### config.mk
export PLATFORM = sky130hd
export DESIGN_NAME = aes_round_sched
export DESIGN_NICKNAME = d
export VERILOG_FILES = /design/src/rtl/aes_round_sched.sv
export SDC_FILE = /design/constraint.sdc
export NUM_CORES = 1
export LEC_CHECK = 0
export CAP_MARGIN = 20
export CELL_PAD_IN_SITES_DETAIL_PLACEMENT = 1
export CELL_PAD_IN_SITES_GLOBAL_PLACEMENT = 2
export CORE_MARGIN = 2
export CORE_UTILIZATION = 30
export DETAILED_ROUTE_END_ITERATION = 7
export PLACE_DENSITY = 0.75
export SYNTH_ARGS = -nofsm -noshare
export SYNTH_HDL_FRONTEND = slang
export SYNTH_SLANG_ARGS = --single-unit
export TNS_END_PERCENT = 20
### constraint.sdc
create_clock -name clk -period 1.5 [get_ports clk]
set_clock_uncertainty 0.1 [all_clocks]
set_input_delay 0.3 -clock clk [delete_from_list [all_inputs] [get_ports clk]]
set_output_delay 0.3 -clock clk [all_outputs]
set_load 0.01 [all_outputs]
### src/rtl/aes_round_sched.sv
// aes_round_sched: control-path sequencer for the iterative AES-128 core.
// Steps the shared round datapath through the initial AddRoundKey, NR-1 full
// rounds and the final round. It also drives the key-expansion enable and the
// round constant. The result is held valid until the consumer takes it.
module aes_round_sched #(
    parameter int unsigned NR = 10,
    parameter int unsigned RW = 4
) (
    input  logic          clk,
    input  logic          rst,
    input  logic          in_valid,
    output logic          in_ready,
    input  logic          abort,
    output logic          out_valid,
    input  logic          out_ready,
    output logic          busy,
    output logic          ld_init,
    output logic          round_en,
    output logic          key_en,
    output logic          last_round,
    output logic [RW-1:0] round_idx,
    output logic [7:0]    rcon
);

    localparam int unsigned RCON_W = 8;
    localparam logic [RCON_W-1:0] RCON_INIT = 8'h01;
    localparam logic [RW-1:0]     IDX_LAST_FULL = RW'(NR - 1);

    typedef enum logic [2:0] {
        IDLE  = 3'd0,
        LOAD  = 3'd1,
        ROUND = 3'd2,
        FINAL = 3'd3,
        DONE  = 3'd4
    } state_e;

    state_e              state_q, state_d;
    logic [RW-1:0]       round_idx_q, round_idx_d;
    logic [RCON_W-1:0]   rcon_q, rcon_d;
    logic                out_valid_q, out_valid_d;
    logic                busy_q, busy_d;
    logic                ld_init_q, ld_init_d;
    logic                round_en_q, round_en_d;
    logic                key_en_q, key_en_d;
    logic                last_round_q, last_round_d;
    logic                key_adv;

    // GF(2^8) multiply-by-x used to advance the round constant
    function automatic logic [RCON_W-1:0] xtime(input logic [RCON_W-1:0] x);
        return {x[6:0], 1'b0} ^ (x[7] ? 8'h1b : 8'h00);
    endfunction

    // Next-state, round counter/rcon update and registered control decode
    always_comb begin
        state_d      = state_q;
        round_idx_d  = round_idx_q;
        rcon_d       = rcon_q;
        key_adv      = 1'b0;

        case (state_q)
            IDLE: begin
                if (in_valid && !abort) begin
                    state_d = LOAD;
                end
            end
            LOAD: begin
                key_adv = 1'b1;
                state_d = ROUND;
            end
            ROUND: begin
                key_adv = 1'b1;
                if (round_idx_q == IDX_LAST_FULL) begin
                    state_d = FINAL;
                end
            end
            FINAL: begin
                state_d = DONE;
            end
            DONE: begin
                if (out_ready) begin
                    state_d     = IDLE;
                    round_idx_d = '0;
                    rcon_d      = RCON_INIT;
                end
            end
            default: begin
                state_d     = IDLE;
                round_idx_d = '0;
                rcon_d      = RCON_INIT;
            end
        endcase

        // Key schedule moves one step on every cycle that key_en is presented
        if (key_adv) begin
            round_idx_d = round_idx_q + RW'(1);
            rcon_d      = xtime(rcon_q);
        end

        // Abort overrides everything, including out_ready in DONE
        if (abort && (state_q != IDLE)) begin
            state_d     = IDLE;
            round_idx_d = '0;
            rcon_d      = RCON_INIT;
        end

        // Controls are registered from the next state so they align with state_q
        ld_init_d    = (state_d == LOAD);
        round_en_d   = (state_d == LOAD) || (state_d == ROUND) || (state_d == FINAL);
        key_en_d     = (state_d == LOAD) || (state_d == ROUND);
        last_round_d = (state_d == FINAL);
        out_valid_d  = (state_d == DONE);
        busy_d       = (state_d != IDLE);
    end

    // State and registered control outputs
    always_ff @(posedge clk or negedge rst) begin
        if (!rst) begin
            state_q      <= IDLE;
            round_idx_q  <= '0;
            rcon_q       <= RCON_INIT;
            out_valid_q  <= 1'b0;
            busy_q       <= 1'b0;
            ld_init_q    <= 1'b0;
            round_en_q   <= 1'b0;
            key_en_q     <= 1'b0;
            last_round_q <= 1'b0;
        end else begin
            state_q      <= state_d;
            round_idx_q  <= round_idx_d;
            rcon_q       <= rcon_d;
            out_valid_q  <= out_valid_d;
            busy_q       <= busy_d;
            ld_init_q    <= ld_init_d;
            round_en_q   <= round_en_d;
            key_en_q     <= key_en_d;
            last_round_q <= last_round_d;
        end
    end

    // in_ready is the only output allowed to see an input combinationally
    assign in_ready   = (state_q == IDLE) && !abort;
    assign out_valid  = out_valid_q;
    assign busy       = busy_q;
    assign ld_init    = ld_init_q;
    assign round_en   = round_en_q;
    assign key_en     = key_en_q;
    assign last_round = last_round_q;
    assign round_idx  = round_idx_q;
    assign rcon       = rcon_q;

endmodule

==> flow_summary.yaml <==
placed_design:
  dp_hpwl_um: 1570
  io_buffers: 23
  place.gp.congestion: 0.703
  post-place-ws_ns: -0.504
  placed_cell_area_um2: 1280
clock_network:
  cts_tree: "built"
  numCtsBuffers: 3
  path_clk_slew_ns: 0.11
  cts-root-buf: "clkbuf_4"
  htreeDepth: 1
  clock_latency_ns: 0.30
  cts_sinks: 21
  ctsHoldBuffers: 0
  clk_path_buf_depth: 2
setup_path:
  r2r_cells: 5
  crit_cells: 2
  cp-end-kind: "primary output"
  reg2reg_slack_ns: -0.07
  crit_path_max_fanout: 2
  path_delay_family: "flip-flops"
  cpMaxStageDelayCell: "dfrtp_1"
  required_ns: 1.10
  cp_cell_sequence: "nor4_4 -> buf_2"
  path_buf_inv: 1
  reg2reg_from: "round_idx[0]$_DFFE_PN0P_"
  crit_type: "reg2out"
  arrival_ns: 1.18
  worst_r2r_endpoint: "busy$_DFF_PN0_"
  cp-startpoint: "state_q[2]$_DFF_PN0_"
  startpoint_type: "register"
  endpoint: "in_ready"
  cpPeakStageDelay_ns: 0.42
synthesis:
  yosysMostFrequentCell: "dfrtp_1"
  synth.top_cell.area_share_pct: 53.8
  seq_area_frac_synth_pct: 56.6
  synth_top_area_cell: "dfrtp_1"
  synth_commonest_cells: "20 x dfrtp_1, 8 x a22o_1, 5 x inv_1"
  ys_ff_latch: 21
  syn_area_per_cell_um2: 12.4
  async_flop_share_pct: 100
  ys.flop_type: "dfrtp_1"
  syn_area_um2: 931
  synth_cell_types: 32
  synth-edff-count: 0
  yosysWarningCount: 0
  netlist_instances: 75
  synth_nets: 82
  synth_area_leaders: "dfrtp_1 54%, a22o_1 7.5%, dfstp_2 2.8%"
routing:
  dr.pass1.iters: 2
  drt_iter0_markers: 10
  vias: 731
  routedWlPerCell_um: 14.2
  finalWirelength_um: 2100
  drc: 0
  routed_via_density: 4.94
  ant_nets: 0
sta:
  min_period_ns: 1.58
  maxSlewViolCount: 0
  fmaxAchievable_mhz: 634
  setup_slack_ns: -0.0772
  fin_tns_setup_ns: -0.168
  worst_pin_slew_ns: 0.320
  hold_viol_final: 0
  slew-limit-headroom_pct: 78.7
  fin_crit_sh_pct: 105
  finalSetupViolations: 4
  rsz0062_at_grt: "yes"
worst_hold_path:
  hold_path.class: "in2async"
cells_and_area:
  fillCellCount: 331
  multi_input_area_um2: 402
  area_growth_pct: 43.4
  final-seq-area_um2: 527
  n_antenna_cell: 0
  post-route-cell-area_um2: 1340
  drive_gt1_share_pct: 26.1
  nets: 123
power_and_ir_drop:
  p_per_area_nw_per_um2: 1230
  totalPowerFinal_mw: 1.64
  vdd_drop_max_mv: 0.555
  leakagePower_nw: 0.714
floorplan:
  die_h_um: 59.7
  die-area_um2: 3560
  initial_core_util_pct: 31.0
  core_region_area_um2: 3000
  num_rows: 20
  ios: 24
  die-width_um: 59.7
global_route:
  grt_use_total_pct: 13.2
  grt_pass1_wl_um: 3460
  first_global_vias: 728
  antenna_found_initial: 0
  globalRouteOverflowTotal: 0
  grt_max_degree: 22
run_status:
  outcome: "finished, violations left"
  violations: "setup timing"
job:
  maxCapViolations: 0
==> metal layers <==
| metal | up-vias | track usage, % | wire length (um) |
|---|---|---|---|
| met5 | - | 0 | 0 |
| met4 | 0 | 2.86 | 0 |
| met3 | 0 | 4.11 | 75 |
| met2 | 16 | 20.7 | 997 |
| met1 | 361 | 18.1 | 1030 |
| li1 | 354 | - | - |
==> placed cells by master, fill, tap and decap left out, types with 2 or more instances in the layout <==
master,Yosys,layout
a21o_1,2,2
a21oi_1,3,3
a22o_1,8,7
a22oi_2,2,2
and2_1,2,2
buf_4,0,13
clkbuf_4,0,3
clkdlybuf4s50_1,0,4
dfrtp_1,20,20
dlygate4sd2_1,0,17
ha_1,2,2
inv_1,5,5
nand2_1,2,2
nand2b_1,2,2
nand4_1,2,2
nor2_1,2,2
o21ai_1,1,2
xor2_1,3,3
==> kinds of logic after synthesis <==
logic type      synth area share (%)
xor+xnor                        4.57
buf+inv                         3.36
flops                           56.6
simple gates                    14.0
fa+ha+maj                       2.69
compound gates                  18.8
==> worst reg2reg max path, delay by kind of cell (launching register included) <==
| kind | cells | cell delay (ns) |
|---|---|---|
| compound gates | 2 | 0.38 |
| fa+ha+maj | 1 | 0.20 |
| buf+inv | 1 | 0.16 |
| flops | 1 | 0.40 |
| simple gates | 1 | 0.23 |
==> registers in the layout, summed over array words and instances, names as in the netlist <==
signal,flops
key_en,1
round_idx,4
rcon,8
last_round,1
round_en,1
state_q,3
busy,1
out_valid,1
ld_init,1
==> report_power, final <==
group	internal [mW]	switching, mW
sequential	0.679	0.0748
clock	0.0994	0.166
combinational	0.315	0.308
==> stage by stage <==
| step | std cells | util (%) | hold WS [ns] |
|---|---|---|---|
| 2_1_floorplan | 75 | - | -0.0956 |
| 3_5_place_dp | 141 | 42.7 | 0.425 |
| 6_report | 148 | 44.5 | 0.229 |
| 5_1_grt | 148 | 44.5 | 0.227 |
| 4_1_cts | 148 | 43.8 | 0.225 |
| 3_3_place_gp | 141 | 42.7 | 0.412 |
==> worst min path at each step <==
| stage | startpoint | to | depth (start not counted) |
|---|---|---|---|
| final | rst | key_en$_DFF_PN0_ | 2 |
| after global routing | rst | last_round$_DFF_PN0_ | 2 |
| after CTS | rst | key_en$_DFF_PN0_ | 2 |
| after detailed placement | rcon[1]$_DFFE_PN0P_ | rcon[1]$_DFFE_PN0P_ | 1 |
| after global placement | rcon[5]$_DFFE_PN0P_ | rcon[5]$_DFFE_PN0P_ | 1 |
| after floorplan | rst | busy$_DFF_PN0_ | 0 |
==> final cells by class <==
type                       count  area share (%)
sequential                    21            39.5
multi-input combinational     47            30.1
timing repair buffer          37            23.1
tap                           33            3.09
inverter                       6            2.25
clock buffer                   3            1.69
clock inverter                 1           0.375
==> what timing repair did <==
item / 4_1_cts / 5_1_grt
setup endpoints to repair: 29 / 19
buffers inserted: 3 / 0
pin swaps: 2 / 5
gates resized for setup: 25 / 7
No activity file was read; power rests on OpenSTA's default activity.
